`src/rtl/cam_eth_pingpong_scheduler_pkg.sv`:
```
// Shared encodings for the camera/Ethernet ping-pong bank scheduler.
// Bank lifecycle, writer and sender-side scheduler states.
package cam_eth_pingpong_scheduler_pkg;

  localparam int DEF_FRAME_SIZE = 1400;

  typedef enum logic [1:0] {
    BANK_FREE    = 2'd0,
    BANK_FILLING = 2'd1,
    BANK_READY   = 2'd2,
    BANK_SENDING = 2'd3
  } bank_st_e;

  typedef enum logic {
    W_RUN   = 1'b0,
    W_STALL = 1'b1
  } wr_st_e;

  typedef enum logic {
    S_IDLE = 1'b0,
    S_BUSY = 1'b1
  } sch_st_e;

endpackage

```
`src/rtl/cam_eth_pingpong_scheduler_bank_writer.sv`:
```
// Camera-side bank writer: offset counter, bank close, stall and drops.
// Closes a bank on full or frame end and hops to the other bank when free.
module cam_bank_writer
  import cam_eth_pingpong_scheduler_pkg::*;
#(
  parameter int FRAME_SIZE = DEF_FRAME_SIZE,
  parameter int ADDR_W     = 11
) (
  input  logic              clk,
  input  logic              reset,
  input  logic              i_pix_valid,
  input  logic [7:0]        i_cam_data,
  input  logic              i_frame_done,
  input  logic [1:0]        i_avail,
  output logic              o_fill,
  output logic              o_close,
  output logic              o_bank,
  output logic [ADDR_W-1:0] o_close_len,
  output logic              o_close_last,
  output logic              o_wr_en,
  output logic [ADDR_W:0]   o_wr_addr,
  output logic [7:0]        o_wr_data,
  output logic              o_overflow,
  output logic [15:0]       o_drop_cnt
);

  wr_st_e            r_st;
  logic              r_wb;
  logic              r_pend;
  logic [ADDR_W-1:0] r_offset;
  logic              r_wr_en;
  logic [ADDR_W:0]   r_wr_addr;
  logic [7:0]        r_wr_data;
  logic              r_ovf;
  logic [15:0]       r_drop;

  logic              w_accept;
  logic              w_full;
  logic              w_fdc;
  logic              w_nb;
  logic [ADDR_W-1:0] w_inc;

  always_comb begin
    w_accept = (r_st == W_RUN) && i_pix_valid;
    w_inc    = r_offset + 1'b1;
    w_full   = w_accept && (w_inc == ADDR_W'(FRAME_SIZE));
    w_fdc    = (r_st == W_RUN) && i_frame_done &&
               (w_accept || (r_offset != '0));
    w_nb     = ~r_wb;
  end

  assign o_fill       = w_accept && (r_offset == '0);
  assign o_close      = w_full || w_fdc;
  assign o_bank       = r_wb;
  assign o_close_len  = w_accept ? w_inc : r_offset;
  // A zero-length frame end is carried into the next bank that closes.
  assign o_close_last = r_pend || i_frame_done;
  assign o_wr_en      = r_wr_en;
  assign o_wr_addr    = r_wr_addr;
  assign o_wr_data    = r_wr_data;
  assign o_overflow   = r_ovf;
  assign o_drop_cnt   = r_drop;

  always_ff @(posedge clk or posedge reset) begin
    if (reset) begin
      r_st      <= W_RUN;
      r_wb      <= 1'b0;
      r_pend    <= 1'b0;
      r_offset  <= '0;
      r_wr_en   <= 1'b0;
      r_wr_addr <= '0;
      r_wr_data <= '0;
      r_ovf     <= 1'b0;
      r_drop    <= '0;
    end else begin
      r_wr_en <= w_accept;
      if (w_accept) begin
        r_wr_addr <= {r_wb, r_offset};
        r_wr_data <= i_cam_data;
      end
      unique case (r_st)
        W_RUN: begin
          if (o_close) begin
            r_offset <= '0;
            r_wb     <= w_nb;
            r_pend   <= 1'b0;
            r_st     <= i_avail[w_nb] ? W_RUN : W_STALL;
          end else if (w_accept) begin
            r_offset <= w_inc;
          end else if (i_frame_done) begin
            r_pend <= 1'b1;
          end
        end
        W_STALL: begin
          if (i_frame_done) r_pend <= 1'b1;
          if (i_avail[r_wb]) r_st <= W_RUN;
          if (i_pix_valid) begin
            r_ovf <= 1'b1;
            if (r_drop != 16'hFFFF) r_drop <= r_drop + 16'd1;
          end
        end
        default: r_st <= W_RUN;
      endcase
    end
  end

endmodule

```
`src/rtl/cam_eth_pingpong_scheduler.sv`:
```
// Two-bank packet RAM sequencer between camera writer and Ethernet sender.
// Holds per-bank state and issues closed banks to the sender in order.
module cam_eth_pingpong_scheduler
  import cam_eth_pingpong_scheduler_pkg::*;
#(
  parameter int FRAME_SIZE = DEF_FRAME_SIZE,
  parameter int ADDR_W     = 11,
  parameter int SEQ_W      = 16
) (
  input  logic              clk,
  input  logic              reset,
  input  logic              pix_valid,
  input  logic [7:0]        cam_data,
  input  logic              frame_done,
  input  logic              eth_finish,
  output logic              ram_wr_en,
  output logic [ADDR_W:0]   ram_wr_addr,
  output logic [7:0]        ram_wr_data,
  output logic              eth_start,
  output logic              eth_bank,
  output logic [ADDR_W-1:0] eth_len,
  output logic              eth_last,
  output logic [SEQ_W-1:0]  eth_seq,
  output logic              overflow,
  output logic [15:0]       drop_cnt
);

  bank_st_e          r_bst  [2];
  logic [ADDR_W-1:0] r_blen [2];
  logic [1:0]        r_blast;
  sch_st_e           r_sst;
  logic              r_nxt;
  logic [SEQ_W-1:0]  r_seq;
  logic              r_eth_start;
  logic              r_eth_bank;
  logic [ADDR_W-1:0] r_eth_len;
  logic              r_eth_last;
  logic [SEQ_W-1:0]  r_eth_seq;

  logic              w_fill;
  logic              w_close;
  logic              w_cbank;
  logic [ADDR_W-1:0] w_clen;
  logic              w_clast;
  logic [1:0]        w_avail;
  logic              w_fin;
  logic              w_cnxt;
  logic              w_issue;
  logic [ADDR_W-1:0] w_ilen;
  logic              w_ilast;

  cam_bank_writer #(
    .FRAME_SIZE(FRAME_SIZE),
    .ADDR_W    (ADDR_W)
  ) u_writer (
    .clk         (clk),
    .reset       (reset),
    .i_pix_valid (pix_valid),
    .i_cam_data  (cam_data),
    .i_frame_done(frame_done),
    .i_avail     (w_avail),
    .o_fill      (w_fill),
    .o_close     (w_close),
    .o_bank      (w_cbank),
    .o_close_len (w_clen),
    .o_close_last(w_clast),
    .o_wr_en     (ram_wr_en),
    .o_wr_addr   (ram_wr_addr),
    .o_wr_data   (ram_wr_data),
    .o_overflow  (overflow),
    .o_drop_cnt  (drop_cnt)
  );

  // A bank finishing this cycle counts as free so the writer never idles.
  always_comb begin
    w_fin      = (r_sst == S_BUSY) && eth_finish;
    w_avail[0] = (r_bst[0] == BANK_FREE) ||
                 ((r_bst[0] == BANK_SENDING) && w_fin);
    w_avail[1] = (r_bst[1] == BANK_FREE) ||
                 ((r_bst[1] == BANK_SENDING) && w_fin);
    w_cnxt     = w_close && (w_cbank == r_nxt);
    w_issue    = ((r_sst == S_IDLE) || w_fin) &&
                 ((r_bst[r_nxt] == BANK_READY) || w_cnxt);
    w_ilen     = w_cnxt ? w_clen  : r_blen[r_nxt];
    w_ilast    = w_cnxt ? w_clast : r_blast[r_nxt];
  end

  always_ff @(posedge clk or posedge reset) begin
    if (reset) begin
      for (int b = 0; b < 2; b++) begin
        r_bst[b]  <= BANK_FREE;
        r_blen[b] <= '0;
      end
      r_blast <= '0;
    end else begin
      for (int b = 0; b < 2; b++) begin
        if (w_issue && (r_nxt == 1'(b))) begin
          r_bst[b] <= BANK_SENDING;
        end else if (w_close && (w_cbank == 1'(b))) begin
          r_bst[b]   <= BANK_READY;
          r_blen[b]  <= w_clen;
          r_blast[b] <= w_clast;
        end else if (w_fill && (w_cbank == 1'(b))) begin
          r_bst[b] <= BANK_FILLING;
        end else if (w_fin && (r_bst[b] == BANK_SENDING)) begin
          r_bst[b] <= BANK_FREE;
        end
      end
    end
  end

  // Banks close alternately, so a toggling pointer keeps close order.
  always_ff @(posedge clk or posedge reset) begin
    if (reset) begin
      r_sst       <= S_IDLE;
      r_nxt       <= 1'b0;
      r_seq       <= '0;
      r_eth_start <= 1'b0;
      r_eth_bank  <= 1'b0;
      r_eth_len   <= '0;
      r_eth_last  <= 1'b0;
      r_eth_seq   <= '0;
    end else begin
      r_eth_start <= w_issue;
      if (w_issue) begin
        r_eth_bank <= r_nxt;
        r_eth_len  <= w_ilen;
        r_eth_last <= w_ilast;
        r_eth_seq  <= r_seq;
        r_seq      <= r_seq + 1'b1;
        r_nxt      <= ~r_nxt;
        r_sst      <= S_BUSY;
      end else if (w_fin) begin
        r_sst <= S_IDLE;
      end
    end
  end

  assign eth_start = r_eth_start;
  assign eth_bank  = r_eth_bank;
  assign eth_len   = r_eth_len;
  assign eth_last  = r_eth_last;
  assign eth_seq   = r_eth_seq;

endmodule
```
`config.mk`:
```
export PLATFORM = sky130hd
export DESIGN_NAME = cam_eth_pingpong_scheduler
export DESIGN_NICKNAME = d
export VERILOG_FILES = /design/src/rtl/cam_eth_pingpong_scheduler_pkg.sv /design/src/rtl/cam_eth_pingpong_scheduler_bank_writer.sv /design/src/rtl/cam_eth_pingpong_scheduler.sv
export SDC_FILE = /design/constraint.sdc
export NUM_CORES = 1
export LEC_CHECK = 0
export BUFFER_PORTS_ARGS = -buffer_cell sky130_fd_sc_hd__buf_4
export CORE_MARGIN = 5
export CORE_UTILIZATION = 25
export DETAILED_ROUTE_END_ITERATION = 10
export GPL_TIMING_DRIVEN = 0
export PLACE_DENSITY = 0.42
export SYNTH_ARGS = -nofsm -noshare
export SYNTH_HDL_FRONTEND = slang
export SYNTH_SLANG_ARGS = --single-unit
```
`constraint.sdc`:
```
create_clock -name clk -period 3.8 [get_ports clk]
set_input_delay 0.57 -clock clk [delete_from_list [all_inputs] [get_ports clk]]
set_output_delay 0.57 -clock clk [all_outputs]
set_load 0.05 [all_outputs]
```
==> results.yml, run 1 <==
setup_path:
  cp-start-kind: "register"
  max_stage_delay_ns: 0.63
  regToRegStartpoint: "u_writer.r_offset[0]"
  ff2ff_setup_slack_ns: 0.75
  crit_path_end: "eth_seq[1]"
  cp-end-kind: "register"
  critPathLaunch: "u_writer.r_offset[0]"
  path_max_fanout: 10
  r2r-end: "eth_seq[1]"
  ff2ff_path_depth: 8
  path_cells: "inv_1 -> ha_1 -> or4b_1 -> nor4_1 -> nor3_1 -> o31ai_2 -> buf_2 -> mux2_2"
  cp_slowest_cell: "o31ai_2"
  crit_required_ns: 4.10
  critPathKind: "register to register"
  crit_arrival_ns: 3.35
synth:
  ys_seq_elements: 128
  post-synth-top-count-cell: "dfrtp_1"
  seq_area_frac_synth: 0.579
  synth_enable_flop_cells: 0
  synth_fp_nets: 531
  synth_area_leaders: "dfrtp_1, nand2_1, xnor2_1"
  synth_top_flop_cell: "dfrtp_1"
  netlist_area_mm2: 0.00553
  syn_inst: 513
  yosys.area.top_type: "dfrtp_1"
  netlist.area_leader.share: 0.579
  async_flop_share: 1.00
  synthDistinctLibCells: 44
  synth.avg_cell_area_um2: 10.8
  yosys_warnings: 0
  netlist_top_cells_count: "dfrtp_1, nand2_1, nor2_1"
route:
  antenna_left: 0
  detailroute.via_count: 4025
  viasPerCell: 4.43
  first_pass_iters: 4
  drc: 0
  drtIter0Drc: 223
  routed_wirelength_mm: 13.8
  post_drt_wl_per_cell_um: 15.2
power:
  p_leak_uw: 0.00329
  p_per_area_mw_per_mm2: 926
  vdd_drop_max_mv: 0.400
grt:
  use_met1: 0.149
  grt_pass1_wl_mm: 22.8
  grt_max_degree: 42
  track_usage: 0.112
  grt_util_met3: 0.0384
  grt-ovfl-total: 0
  top_usage_layer: "met2"
  grt_pass1_vias: 4052
  grtUsageMet2: 0.176
  antenna_found_initial: 0
clocking:
  clk_pin_slew_ns: 0.06
  cts-root-buf: "clkbuf_16"
  cts_buffers: 17
  cts.sinks: 128
  clockBufferDepth: 2
  cts_resized: 0
  htree_num_levels: 4
  cts_tree: "done"
  post-cts-setup-buffer-count: 0
  cts_hold_buf: 0
  insertion_delay_ns: 0.41
final_layout:
  finalNetCount: 633
  synthToLayoutAreaGrowth_pct: 29.9
  fin_cells: 908
  antenna_cells: 0
  drive_gt1_frac: 0.245
timing:
  rsz0062_at_grt: "no"
  worst_slew_pin_slew_ns: 0.801
  relSlewSlack: 0.462
  finalSetupTns_ns: 0
  finalHoldViolCount: 0
  finalSetupViolations: 0
  drv_slew: 0
  clock.fmax_mhz: 328
  period_minus_slack_ns: 3.05
  fin_crit_sh: 0.803
  finalClockSkew_ns: 0.00817
worst_hold_path:
  hp-class: "primary input to async pin"
floorplanning:
  initial_utilization: 0.254
  coreArea_mm2: 0.0218
  die_w_um: 159
  die_area_mm2: 0.0252
  ios: 81
  fp.dieH_um: 159
  std_cell_rows: 54
place:
  routabilityCongestion: 0.752
  post-dp-hpwl_mm: 9.90
  portBuffers: 80
  dp.cells: 876
outcome:
  status: "finished, final reports clean"
flow_run:
  cap_violations: 0
cells in the final DEF, fill, tap and decap left out, drive strengths merged, types with 2 or more instances in the layout:
cell,instances
and3,5
and2,4
ha,5
bufinv,4
xnor2,24
nor3b,3
nor2b,2
nand2,103
o221ai,12
or4,2
nor4,6
mux2,18
dfrtp,128
xor2,21
clkinvlp,5
nand2b,7
clkinv,5
nand4,7
o211ai,3
inv,9
a31oi,2
o21ai,20
buf,94
a21oi,14
nor3,7
nand3,24
clkbuf,30
mux2i,14
nor2,37
o31ai,2
per-layer routing:
metal  routed length, µm  part of all wire  vias to the layer above
li1                    -                 -                     1953
met1                6370              0.46                     1974
met2                6570              0.48                       87
met3                 739             0.053                       11
met4                 150             0.011                        0
met5                   0                 0                        -
final cells by class:
cell class / count / area, µm²
clock buffers: 19 / 453
inverters: 10 / 41.3
well taps: 280 / 350
flip-flops and latches: 128 / 3200
repair buffers: 83 / 661
plain buffers: 22 / 105
clock inverters: 13 / 186
multi-input cells: 353 / 2190
fillers: 2220 / 14600
worst max-delay path, delay by kind of cell, from the launching register on:
kind            cells  cell delay [ns]
fa+ha+maj           1             0.14
buf+inv             2             0.49
compound gates      1             0.63
mux                 1             0.36
simple gates        3             0.87
flops               1             0.45
sequential cells by signal (all words and copies together) (netlist names), 8 cells and up:
name                 flops
eth_len                 11
r_seq                   16
u_writer.r_offset       11
u_writer.o_wr_data       8
r_blen                  22
u_writer.o_wr_addr      12
eth_seq                 16
u_writer.o_drop_cnt     16
cells by family (layout without fill, tap and decap cells):
group                    after synthesis  count (layout)  share of synthesized area
buffers and inverters                 32             147                     0.0258
AND/OR/NAND/NOR                      210             210                      0.175
adder cells (fa/ha/maj)                5               5                     0.0113
flip-flops                           128             128                      0.579
XOR/XNOR                              45              45                     0.0712
multiplexers                          32              32                     0.0620
AO/OA/AOI/OAI                         61              61                     0.0758
how the worst min path moves through the flow:
stage          startpoint                      end  slack, ns  cells after the start
3_5_place_dp    r_seq[15]                r_seq[15]       0.46                      1
6_report            reset  u_writer.o_drop_cnt[14]       0.16                      2
3_3_place_gp    r_seq[15]                r_seq[15]       0.45                      1
2_1_floorplan   r_seq[15]                r_seq[15]       0.44                      1
5_1_grt             reset  u_writer.o_drop_cnt[15]       0.17                      2
4_1_cts             reset   u_writer.o_drop_cnt[7]       0.16                      2
power by group:
group / internal, µW / switching (µW) / total (µW)
sequential: 1810 / 319 / 2130
combinational: 945 / 1840 / 2780
clock: 1130 / 614 / 1750
total: 3890 / 2770 / 6660
through the flow:
| step | cell area [µm²] | setup slack (ns) | hold slack [ns] | util | total power [µW] |
|---|---|---|---|---|---|
| 2_1_floorplan | 5540 | 1.29 | 0.438 | - | 4120 |
| 3_3_place_gp | 6490 | 0.611 | 0.455 | 0.297 | 4930 |
| 3_5_place_dp | 6550 | 0.637 | 0.457 | 0.300 | 4980 |
| 4_1_cts | 7190 | 0.687 | 0.158 | 0.329 | 6780 |
| 5_1_grt | 7190 | 0.563 | 0.170 | 0.329 | 7070 |
| 6_report | 7190 | 0.750 | 0.164 | 0.329 | 6660 |
Note: power is estimated with default switching activity, not from simulation.
==> run 2, diff against run 1 <==
Settings changed: PLACE_DENSITY 0.42 to 0.4.
Clock period 3.8 ns to 2.85 ns, I/O delays scaled along.
==> run 2 against run 1 <==
Worst hold slack worse by 0.10 ns. Clock power is 22% higher. Sequential share of layout area is 0.41 points lower. Sequential power is 33% higher. Wire length is 2.3% higher. Critical path depth is 1 lower. Non-clock buffer count is 6 higher. Utilization is 0.30 points higher. Clock skew is 0.0015 ns lower. Register-to-register slack worse by 0.60 ns. Combinational power is 39% higher. Largest cell class unchanged. Largest power group unchanged. Highest routed layer unchanged.
==> results.yml, run 2 (synthesis results as in run 1) <==
power:
  p_leak_uw: 0.00332
  internal-power_uw: 5140
  pwr-share-clk: 0.242
  seq_power_share: 0.321
  netSwitchingFraction: 0.419
  p_switching_uw: 3710
  power.share.combinational: 0.437
  p_per_area_mw_per_mm2: 1220
  vdd_drop_max_mv: 0.477
final_layout:
  regArea_mm2: 0.00320
  fillerInstances: 2238
  drive_gt1_frac: 0.252
  antenna_cells: 0
  final_area_mm2: 0.00725
  mostFrequentLayoutCell: "dfrtp_1"
  top_register: "r_blen"
  largest_reg_flops: 22
  finalNetCount: 639
  synthToLayoutAreaGrowth_pct: 31.1
  final_cell_mix: "dfrtp_1, nand2_1, buf_4, nor2_1"
  multi_input_area_mm2: 0.00224
route:
  routed_wirelength_mm: 14.1
  post_drt_wl_per_cell_um: 15.5
  first_pass_iters: 7
  drtIter0Drc: 259
  viasPerCell: 4.52
  drc: 0
  detailroute.via_count: 4116
  antenna_left: 0
setup_path:
  critPathKind: "register to register"
  cp_slowest_cell: "or4_4"
  max_stage_delay_ns: 0.58
  cp-start-kind: "register"
  r2r-end: "eth_len[5]"
  path_cells: "nand2b_1 -> clkbuf_1 -> or4_4 -> o31a_1 -> o211ai_1 -> buf_4 -> o221ai_1"
  crit_required_ns: 3.13
  ff2ff_path_depth: 7
  regToRegStartpoint: "u_writer.r_st"
  ff2ff_setup_slack_ns: 0.15
  cp-end-kind: "register"
  crit_arrival_ns: 2.98
  path_max_fanout: 10
grt:
  grt-ovfl-total: 0
  grt_max_degree: 36
  track_usage: 0.114
  grt_pass1_vias: 4170
  grt_pass1_wl_mm: 22.9
  antenna_found_initial: 0
timing:
  rsz0062_at_grt: "no"
  worst_slew_pin_slew_ns: 0.775
  finalHoldViolCount: 0
  drv_slew: 0
  clock.fmax_mhz: 370
  period_minus_slack_ns: 2.70
  finalClockSkew_ns: 0.00669
  finalSetupViolations: 0
  relSlewSlack: 0.483
  fin_crit_sh: 0.949
  finalSetupTns_ns: 0
floorplanning:
  fp.dieH_um: 159
  ios: 81
  coreArea_mm2: 0.0218
  std_cell_rows: 54
  initial_utilization: 0.254
  die_w_um: 159
  die_area_mm2: 0.0252
flow_run:
  cap_violations: 0
outcome:
  status: "finished, final reports clean"
place:
  routabilityCongestion: 0.767
  post-dp-hpwl_mm: 10.0
  place_area_mm2: 0.00658
  portBuffers: 80
clocking:
  cts_buffers: 17
  insertion_delay_ns: 0.42
  clk_pin_slew_ns: 0.06
  cts_tree: "done"
  cts.sinks: 128
  cts-root-buf: "clkbuf_16"
  clockBufferDepth: 2
  htree_num_levels: 4
worst_hold_path:
  hp-class: "primary input to async pin"
run 2: metrics by stage:
step	cells	setup WS (ns)	utilization	hold WS, ns	total power (µW)
2_1_floorplan	513	0.336	-	0.438	5490
3_3_place_gp	873	-0.248	0.297	0.455	6600
3_5_place_dp	877	-0.257	0.301	0.463	6650
4_1_cts	909	-0.0111	0.330	0.0695	8890
5_1_grt	911	0.00750	0.332	0.0888	9360
6_report	911	0.145	0.332	0.0608	8850
run 2: cell type report:
type,instances,share of cell area
repair buffers,89,0.100
multi-input cells,353,0.309
plain buffers,22,0.0169
flip-flops and latches,128,0.442
well taps,280,0.0483
clock buffers,23,0.0673
inverters,10,0.00569
clock inverters,6,0.0114
run 2: repair_timing:
item,4_1_cts,5_1_grt
gates cloned,0,0
buffers inserted,3,2
hold buffers,0,0
pin swaps,1,4
gates resized for setup,3,14
hold endpoints to repair,0,0
endpoints found under the setup margin,53,56
run 2: layer usage:
metal  routed length [µm]  GRT usage  vias to the layer above
li1                     -          -                     1964
met1                 6530      0.147                     2064
met2                 6880      0.183                       75
met3                  539     0.0314                       13
met4                  192     0.0422                        0
met5                    0          0                        -
run 2: worst max path at each step:
stage | slack, ns | endpoint | cells after the start | from
after floorplan | 0.34 | eth_seq[10] | 8 | u_writer.r_offset[0]
after global placement | -0.25 | r_blen[6] | 8 | u_writer.r_st
after detailed placement | -0.26 | r_blen[6] | 8 | u_writer.r_st
after CTS | -0.01 | eth_seq[1] | 8 | u_writer.r_offset[1]
after global routing | 0.007 | eth_len[5] | 8 | u_writer.r_st
final | 0.15 | eth_len[5] | 7 | u_writer.r_st
run 2: power by group through the flow:
stage               Clock, µW  Sequential [µW]  Combinational, µW
detailed placement          0             2880               3780
finish                   2140             2840               3860
floorplan                   0             3890               1590
CTS                      2200             2850               3850
global route             2290             2930               4140
global placement            0             2860               3740
run 2: critical path: cells and delay by family (launching register included):
kind | cells | cell delay (ns)
and+or+nand+nor | 2 | 0.75
buffers and inverters | 2 | 0.48
DFF | 1 | 0.45
AOI/OAI and AO/OA | 3 | 0.89
